--- config.mk ---
export PLATFORM = sky130hd
export DESIGN_NAME = phase_acc
export DESIGN_NICKNAME = d
export VERILOG_FILES = /design/src/rtl/phase_acc_pkg.sv /design/src/rtl/phase_acc_cfg.sv /design/src/rtl/phase_acc.sv
export SDC_FILE = /design/constraint.sdc
export NUM_CORES = 1
export LEC_CHECK = 0
export CAP_MARGIN = 20
export CORE_ASPECT_RATIO = 0.7
export CORE_MARGIN = 10
export CORE_UTILIZATION = 25
export DETAILED_ROUTE_END_ITERATION = 12
export PLACE_DENSITY_LB_ADDON = 0.25
export SLEW_MARGIN = 20
export SYNTH_ARGS = -nofsm -noshare
export SYNTH_HDL_FRONTEND = slang
export SYNTH_SLANG_ARGS = --single-unit
export TNS_END_PERCENT = 20
--- constraint.sdc ---
create_clock -name clk -period 8.46 [get_ports clk]
set_input_delay 1.692 -clock clk [delete_from_list [all_inputs] [get_ports clk]]
set_output_delay 1.692 -clock clk [all_outputs]
set_load 0.05 [all_outputs]
--- src/rtl/phase_acc_pkg.sv ---
// Shared constants and types for the phase accumulator: default word width,
// config register map, CTRL bit positions and the streaming state encoding.
package phase_acc_pkg;

  parameter int PA_WIDTH = 32;

  localparam logic [1:0] ADR_FREQ  = 2'd0;
  localparam logic [1:0] ADR_PHASE = 2'd1;
  localparam logic [1:0] ADR_STEP  = 2'd2;
  localparam logic [1:0] ADR_CTRL  = 2'd3;

  localparam int CTRL_EN_BIT    = 0;
  localparam int CTRL_SWEEP_BIT = 1;
  localparam int CTRL_CLR_BIT   = 2;

  typedef enum logic [1:0] {
    ST_IDLE  = 2'd0,
    ST_RUN   = 2'd1,
    ST_DRAIN = 2'd2
  } state_e;

endpackage

--- src/rtl/phase_acc_cfg.sv ---
// Config register file: FREQ/PHASE/STEP words, EN/SWEEP control bits and a
// one-cycle CLR strobe decoded from a CTRL write.
module phase_acc_cfg
  import phase_acc_pkg::*;
#(
  parameter int WIDTH = PA_WIDTH
) (
  input  logic             clk,
  input  logic             reset_n,
  input  logic [WIDTH-1:0] cfg_dat_i,
  input  logic [1:0]       cfg_adr_i,
  input  logic             cfg_req_i,
  input  logic             sweep_adv_i,
  output logic             cfg_ack_o,
  output logic [WIDTH-1:0] freq_o,
  output logic [WIDTH-1:0] phase_o,
  output logic [WIDTH-1:0] step_o,
  output logic             en_o,
  output logic             sweep_o,
  output logic             clr_o
);

  logic             ack_q;
  logic [WIDTH-1:0] freq_q, freq_d;
  logic [WIDTH-1:0] phase_q, phase_d;
  logic [WIDTH-1:0] step_q, step_d;
  logic             en_q, en_d;
  logic             sweep_q, sweep_d;
  logic             wr_s;

  assign wr_s = cfg_req_i & ack_q;

  // Next-state of the register file; a FREQ write takes priority over the sweep step.
  always_comb begin
    freq_d  = freq_q;
    phase_d = phase_q;
    step_d  = step_q;
    en_d    = en_q;
    sweep_d = sweep_q;
    clr_o   = 1'b0;
    if (sweep_adv_i && sweep_q) begin
      freq_d = freq_q + step_q;
    end else begin
      freq_d = freq_q;
    end
    if (wr_s) begin
      case (cfg_adr_i)
        ADR_FREQ:  freq_d  = cfg_dat_i;
        ADR_PHASE: phase_d = cfg_dat_i;
        ADR_STEP:  step_d  = cfg_dat_i;
        ADR_CTRL: begin
          en_d    = cfg_dat_i[CTRL_EN_BIT];
          sweep_d = cfg_dat_i[CTRL_SWEEP_BIT];
          clr_o   = cfg_dat_i[CTRL_CLR_BIT];
        end
        default: begin
          en_d = en_q;
        end
      endcase
    end else begin
      clr_o = 1'b0;
    end
  end

  // Register file state; ack comes up on the first edge after reset release.
  always_ff @(posedge clk or negedge reset_n) begin
    if (!reset_n) begin
      ack_q   <= 1'b0;
      freq_q  <= {WIDTH{1'b0}};
      phase_q <= {WIDTH{1'b0}};
      step_q  <= {WIDTH{1'b0}};
      en_q    <= 1'b0;
      sweep_q <= 1'b0;
    end else begin
      ack_q   <= 1'b1;
      freq_q  <= freq_d;
      phase_q <= phase_d;
      step_q  <= step_d;
      en_q    <= en_d;
      sweep_q <= sweep_d;
    end
  end

  assign cfg_ack_o = ack_q;
  assign freq_o    = freq_q;
  assign phase_o   = phase_q;
  assign step_o    = step_q;
  assign en_o      = en_q;
  assign sweep_o   = sweep_q;

endmodule

--- src/rtl/phase_acc.sv ---
// Phase accumulator streaming angle words over a req/ack channel, with
// optional frequency sweep and a clear strobe; config via phase_acc_cfg.
module phase_acc
  import phase_acc_pkg::*;
#(
  parameter int WIDTH = PA_WIDTH
) (
  input  logic             clk,
  input  logic             reset_n,
  input  logic [WIDTH-1:0] t_cfg_dat,
  input  logic [1:0]       t_cfg_adr,
  input  logic             t_cfg_req,
  output logic             t_cfg_ack,
  output logic [WIDTH-1:0] i_angle_dat,
  output logic             i_angle_req,
  input  logic             i_angle_ack
);

  logic [WIDTH-1:0] freq_s, phase_s, step_s;
  logic             en_s, sweep_s, clr_s;

  state_e           state_q, state_d;
  logic [WIDTH-1:0] acc_q, acc_d;
  logic [WIDTH-1:0] dat_q, dat_d;
  logic             req_q, req_d;
  logic             xfer_s;
  logic [WIDTH-1:0] acc_adv_s, dat_adv_s, dat_entry_s;

  phase_acc_cfg #(.WIDTH(WIDTH)) u_cfg (
    .clk         (clk),
    .reset_n     (reset_n),
    .cfg_dat_i   (t_cfg_dat),
    .cfg_adr_i   (t_cfg_adr),
    .cfg_req_i   (t_cfg_req),
    .sweep_adv_i (xfer_s),
    .cfg_ack_o   (t_cfg_ack),
    .freq_o      (freq_s),
    .phase_o     (phase_s),
    .step_o      (step_s),
    .en_o        (en_s),
    .sweep_o     (sweep_s),
    .clr_o       (clr_s)
  );

  assign xfer_s      = req_q & i_angle_ack;
  assign acc_adv_s   = acc_q + freq_s;
  assign dat_adv_s   = acc_adv_s + phase_s;
  assign dat_entry_s = acc_q + phase_s;

  // State machine, accumulator and output word; CLR overrides any advance.
  always_comb begin
    state_d = state_q;
    acc_d   = acc_q;
    dat_d   = dat_q;
    case (state_q)
      ST_IDLE: begin
        if (en_s) begin
          state_d = ST_RUN;
          dat_d   = dat_entry_s;
        end else begin
          state_d = ST_IDLE;
        end
      end
      ST_RUN, ST_DRAIN: begin
        if (xfer_s) begin
          acc_d   = acc_adv_s;
          dat_d   = dat_adv_s;
          state_d = en_s ? ST_RUN : ST_IDLE;
        end else begin
          state_d = en_s ? ST_RUN : ST_DRAIN;
        end
      end
      default: begin
        state_d = ST_IDLE;
      end
    endcase
    // A stalled word must never change, so CLR only reloads dat when it is free.
    if (clr_s) begin
      acc_d = {WIDTH{1'b0}};
      if (!req_q || xfer_s) begin
        dat_d = phase_s;
      end else begin
        dat_d = dat_q;
      end
    end else begin
      acc_d = acc_d;
    end
    req_d = (state_d != ST_IDLE);
  end

  // Datapath and state registers.
  always_ff @(posedge clk or negedge reset_n) begin
    if (!reset_n) begin
      state_q <= ST_IDLE;
      acc_q   <= {WIDTH{1'b0}};
      dat_q   <= {WIDTH{1'b0}};
      req_q   <= 1'b0;
    end else begin
      state_q <= state_d;
      acc_q   <= acc_d;
      dat_q   <= dat_d;
      req_q   <= req_d;
    end
  end

  assign i_angle_dat = dat_q;
  assign i_angle_req = req_q;

endmodule

Word-level counts from Yosys, hierarchy flattened
Index checks and enable logic that the tools add are counted.
- bits in latches: 0
- bits in read-only memories: 0
- memories: 0
- bits in writable memories: 0
- flip-flop bits (word level): 166
- output and inout port bits: 34
- word-level logic and storage cells: 56
- order comparisons: 0
- shifts and indexed selects: 0
- divide/modulo/power cells: 0
- muxes and demuxes: 17
- add/subtract/negate cells: 4
- equality and inequality tests: 8
- multiply operators: 0
- reduce and logical (&&, ||, !) cells: 15
- bitwise operators: 2
- operators with widths (cell ; count):
    two-way mux 32 bit ; 10
    adder 32 bit ; 4
    one-hot mux 32 bit (2 select lines) ; 1
    AND reduction 2 bit ; 4
    == test 2 bit (second input constant) ; 3
    inequality test 3 x 2 -> 1 bit (second input constant) ; 2
    nonzero test 2 bit ; 3
    == test 2 x 1 -> 1 bit (second input constant) ; 2
    logical NOT 2 bit ; 2
    two-way mux 2 bit ; 2
    one-hot mux 2 bit (2 select lines) ; 1
    AND reduction 4 bit ; 1
    two-way mux 1 bit ; 3
    nonzero test 3 bit ; 1
    AND 1 bit ; 2
    inequality test 2 x 1 -> 1 bit (second input constant) ; 1
    OR reduction 2 bit ; 1
    logical AND 1 bit ; 1
    logical NOT 1 bit ; 1
    logical OR 1 bit ; 1

Longest topological paths before layout
- depth after elaboration: 5
- gate-level depth with buffers: 24
- depth with buffers taken out: 24

Cells and area by module
From an unflattened synthesis, not the netlist that was laid out.
- cells, all modules: 1346
- area, all modules: 11985.2 um2
- modules (own cells, without submodules) (module ; seq. area each (um2) ; times used ; area an instance (um2) ; cells each):
    phase_acc ; 1676.6 ; 1 ; 6461.2 ; 808
    phase_acc_cfg ; 2477.4 ; 1 ; 5524.0 ; 538

Least setup slack after synthesis
OpenSTA, ideal clock, no wires.
- kind: reg2reg
- from: reg u_cfg.freq_q[0] (netlist: u_cfg.freq_o[0])
- to: reg dat_q[30] (netlist: i_angle_dat[30])
- path buffers: 0
- setup slack: 3.603 ns
- data arrival time: 4.725 ns
- library setup time: 0.132 ns
- required time: 8.328 ns
- clock period less this slack: 4.857 ns
- stages on the path, launching flop included: 25
- cell sequence: dfrtp_1 ha_1 fa_1 a21o_1 a21oi_1 o21bai_1 a21oi_1 o21bai_1 a21oi_1 o21bai_1 a21oi_1 xnor2_1 mux2_2 ha_1 a21oi_1 o21ai_0 a21oi_1 o2111ai_1 a31oi_2 o21ai_1 a31oi_1 o21ai_2 a2111oi_4 mux2i_1 o21ai_1
- longest elaborated chain between the ends: 5
- ends and longest elaborated chain (what ; line ; source):
    start, declared ; phase_acc_cfg.sv:24 ; logic [WIDTH-1:0] freq_q, freq_d;
    start signal, assigned ; phase_acc_cfg.sv:69 ; freq_q <= {WIDTH{1'b0}};
    start signal, assigned ; phase_acc_cfg.sv:76 ; freq_q <= freq_d;
    adder 32 bit ; phase_acc.sv:46 ; assign acc_adv_s = acc_q + freq_s;
    adder 32 bit ; phase_acc.sv:47 ; assign dat_adv_s = acc_adv_s + phase_s;
    two-way mux 32 bit ; phase_acc.sv:65 ; if (xfer_s) begin
    one-hot mux 32 bit (2 select lines) ; phase_acc.sv:55 ; case (state_q)
    two-way mux 32 bit ; phase_acc.sv:78 ; if (clr_s) begin
    end signal, assigned ; phase_acc.sv:96 ; dat_q <= {WIDTH{1'b0}};
    end signal, assigned ; phase_acc.sv:101 ; dat_q <= dat_d;
    end, declared ; phase_acc.sv:24 ; logic [WIDTH-1:0] dat_q, dat_d;
No other way between the ends. The select of a mux whose other input is x is not followed.
A chain may end at the register's enable or synchronous reset.

Final worst setup path
Same ends and word-level chain as after synthesis.

==> flow_summary.json <==
{
  "status": "completed",
  "synth_seq_cells": 166,
  "post-route-period-util_pct": 66.2,
  "cts_setup_buffers": 0,
  "syn_nets": 1430,
  "period_minus_slack_ns": 5.60,
  "cp-end-kind": "flop",
  "path_max_fanout": 5,
  "ys_seq_area_share_pct": 35.7,
  "cap_violations": 0,
  "grt_pass1_wl_um": 55600,
  "synth_most_common_cell": "dfrtp_1",
  "numClockSinks": 166,
  "die_w_um": 278,
  "fmax_ghz": 0.179,
  "cp-start-kind": "flop",
  "grt_max_degree": 66,
  "finClkSkew_ns": 0.0125,
  "cts_buffers": 17,
  "wirelength_um": 36200,
  "avgSynthCellArea_um2": 9.03,
  "hpwl_um": 27300,
  "post-route-util_pct": 29.5,
  "routabilityCongestion": 0.884,
  "syn_to_final_growth_pct": 17.1,
  "postSynthCellCount": 1290,
  "nets": 1480,
  "ys.flop_type": "dfrtp_1",
  "coreArea_mm2": 0.0462,
  "worstPathRequired_ns": 8.76,
  "io_buffers": 71,
  "final-hold-violation-count": 0,
  "yosysTopAreaCell": "dfrtp_1",
  "routed_via_density": 4.91,
  "antenna_found_initial": 2,
  "min_path_type": "flop to flop",
  "cts_resized": 0,
  "first_pass_iters": 5,
  "final.setup.tns_ns": 0,
  "slew_headroom_pct": 29.4,
  "clockRootBuffer": "clkbuf_16",
  "num_vias": 9652,
  "htreeDepth": 4,
  "ios": 72,
  "rsz0062_at_grt": "false",
  "initial_utilization_pct": 25.2,
  "clk_path_buf_depth": 2,
  "first_global_vias": 9191,
  "netlist_top_cells_count": "166 x dfrtp_1, 159 x a21oi_1, 148 x nand2_1",
  "clk_latency_ns": 0.44,
  "synth_top_cell_area_share_pct": 35.7,
  "drcViolationCount": 0,
  "track_usage_pct": 12.6,
  "antenna_left": 0,
  "tightest_slew_ns": 1.06,
  "ys_warn_count": 0,
  "synth_area_mm2": 0.0116,
  "dieArea_mm2": 0.0558,
  "setup-violations-final": 0,
  "postSynth.asyncResetShare_pct": 100,
  "die_height_um": 201,
  "clk_pin_slew_worst_paths_ns": 0.07,
  "synth-edff-count": 0,
  "wl_per_cell_um": 18.4,
  "holdBufCountCts": 0,
  "drt_iter0_markers": 742,
  "synthTopCellsByArea": "dfrtp_1 36%, ha_1 11%, mux2_2 9.2%",
  "tritoncts": "built",
  "arrival_ns": 5.90,
  "worst-setup-path-type": "flop to flop",
  "num_rows": 66,
  "synth.distinct_cells": 66,
  "drive_above_1_share_pct": 11.9,
  "grt-ovfl-total": 0,
  "final-max-slew-violation-count": 0
}
## critical path: stages (launching register included)
cell,delay [ns]
dfrtp_1,0.41
ha_1,0.26
fa_1,0.43
a21o_1,0.18
a21oi_1,0.31
o21bai_1,0.10
a21oi_1,0.26
o21bai_1,0.10
a21oi_1,0.22
o21bai_1,0.08
a21oi_1,0.17
xnor2_1,0.11
mux2_2,0.28
ha_1,0.34
a21oi_1,0.14
o21ai_0,0.19
a21oi_1,0.28
o2111ai_1,0.15
a31oi_2,0.29
o21ai_1,0.14
a31oi_1,0.22
o21ai_2,0.14
a2111oi_4,0.38
mux2i_1,0.22
o21ai_1,0.07
## area by class of cell
class | instances | area (µm²)
Inverter | 26 | 97.6
Multi-Input combinational cell | 1047 | 7220
Timing Repair Buffer | 82 | 795
Clock buffer | 18 | 429
Antenna cell | 2 | 5.00
Sequential cell | 166 | 4150
Clock inverter | 14 | 164
Tap cell | 612 | 766
Fill cell | 4827 | 32600
## kinds of logic after synthesis
family,count (synthesis),synth area share [%]
xor+xnor,78,5.98
compound gates,397,20.7
fa+ha+maj,102,11.2
other cells,1,0.0322
simple gates,371,14.5
mux,98,9.44
flops,166,35.7
buf+inv,77,2.48
## cell usage in the layout (no fill, tap or decap), types with 4 or more instances in the layout
master / Yosys / routed
clkinv_4: 0 / 4
nand2_1: 148 / 148
dfrtp_1: 166 / 166
a21o_1: 48 / 48
ha_1: 99 / 99
and4_1: 4 / 4
or3_1: 9 / 9
and3_1: 15 / 15
nand4_1: 9 / 9
inv_6: 0 / 7
clkdlybuf4s50_1: 0 / 70
clkbuf_16: 0 / 17
nor3_1: 13 / 12
a211oi_1: 11 / 11
o21ai_0: 80 / 80
inv_1: 26 / 26
o21ai_1: 9 / 9
or2_2: 6 / 6
a31oi_1: 19 / 19
o22ai_1: 6 / 6
o21bai_1: 7 / 7
nand3_1: 27 / 26
o211ai_1: 6 / 6
a21oi_1: 159 / 159
a22oi_1: 5 / 5
nand2b_1: 9 / 9
buf_4: 0 / 11
mux2_2: 95 / 95
o21a_1: 12 / 12
xor2_1: 35 / 35
xnor2_1: 42 / 42
nor2b_1: 13 / 13
nor2_1: 101 / 100
## path summary, 6_finish.rpt
check | start | to | slack (ns) | cells after the start
min in group asynchronous | reset_n | u_cfg.step_o[6]$_DFFE_PN0P_ | 1.26 | 1
worst max register to register | u_cfg.freq_o[0]$_DFF_PN0_ | i_angle_dat[30]$_DFFE_PN0P_ | 2.86 | 24
worst min-delay path | i_angle_dat[2]$_DFFE_PN0P_ | i_angle_dat[2]$_DFFE_PN0P_ | 0.48 | 2
worst min register to register | i_angle_dat[2]$_DFFE_PN0P_ | i_angle_dat[2]$_DFFE_PN0P_ | 0.48 | 2
max in group asynchronous | reset_n | i_angle_dat[28]$_DFFE_PN0P_ | 5.29 | 3
worst max-delay path | u_cfg.freq_o[0]$_DFF_PN0_ | i_angle_dat[30]$_DFFE_PN0P_ | 2.86 | 24
## metrics by stage
stage / area, µm² / hold slack [ns] / instances / worst slack, ns
after floorplan: 11600 / 0.418 / 1290 / 3.60
after CTS: 13600 / 0.489 / 1965 / 2.95
final: 13600 / 0.481 / 1967 / 2.86
after global placement: 13000 / 0.466 / 1933 / 3.06
after global routing: 13600 / 0.505 / 1966 / 2.52
after detailed placement: 13000 / 0.473 / 1933 / 3.00
## state kept, by name, indices dropped and copies added, names as in the netlist
register,cells
u_cfg.en_o,1
i_angle_dat,32
u_cfg.phase_o,32
u_cfg.freq_o,32
i_angle_req,1
state_q,2
u_cfg.sweep_o,1
acc_q,32
u_cfg.cfg_ack_o,1
u_cfg.step_o,32
## layer usage
| layer | global-route usage, % | wire, µm | up-vias | part of all wire, % |
|---|---|---|---|---|
| met3 | 2.25 | 1820 | 15 | 5.0 |
| met5 | 0 | 7 | - | 0.019 |
| met1 | 20.3 | 20300 | 4621 | 56 |
| met2 | 16.7 | 13700 | 230 | 38 |
| li1 | - | - | 4784 | - |
| met4 | 2.52 | 271 | 2 | 0.75 |
Power is left out: the tool's default activity adds up to more than one toggle a clock period on the data nets, which glitch-free logic cannot reach.
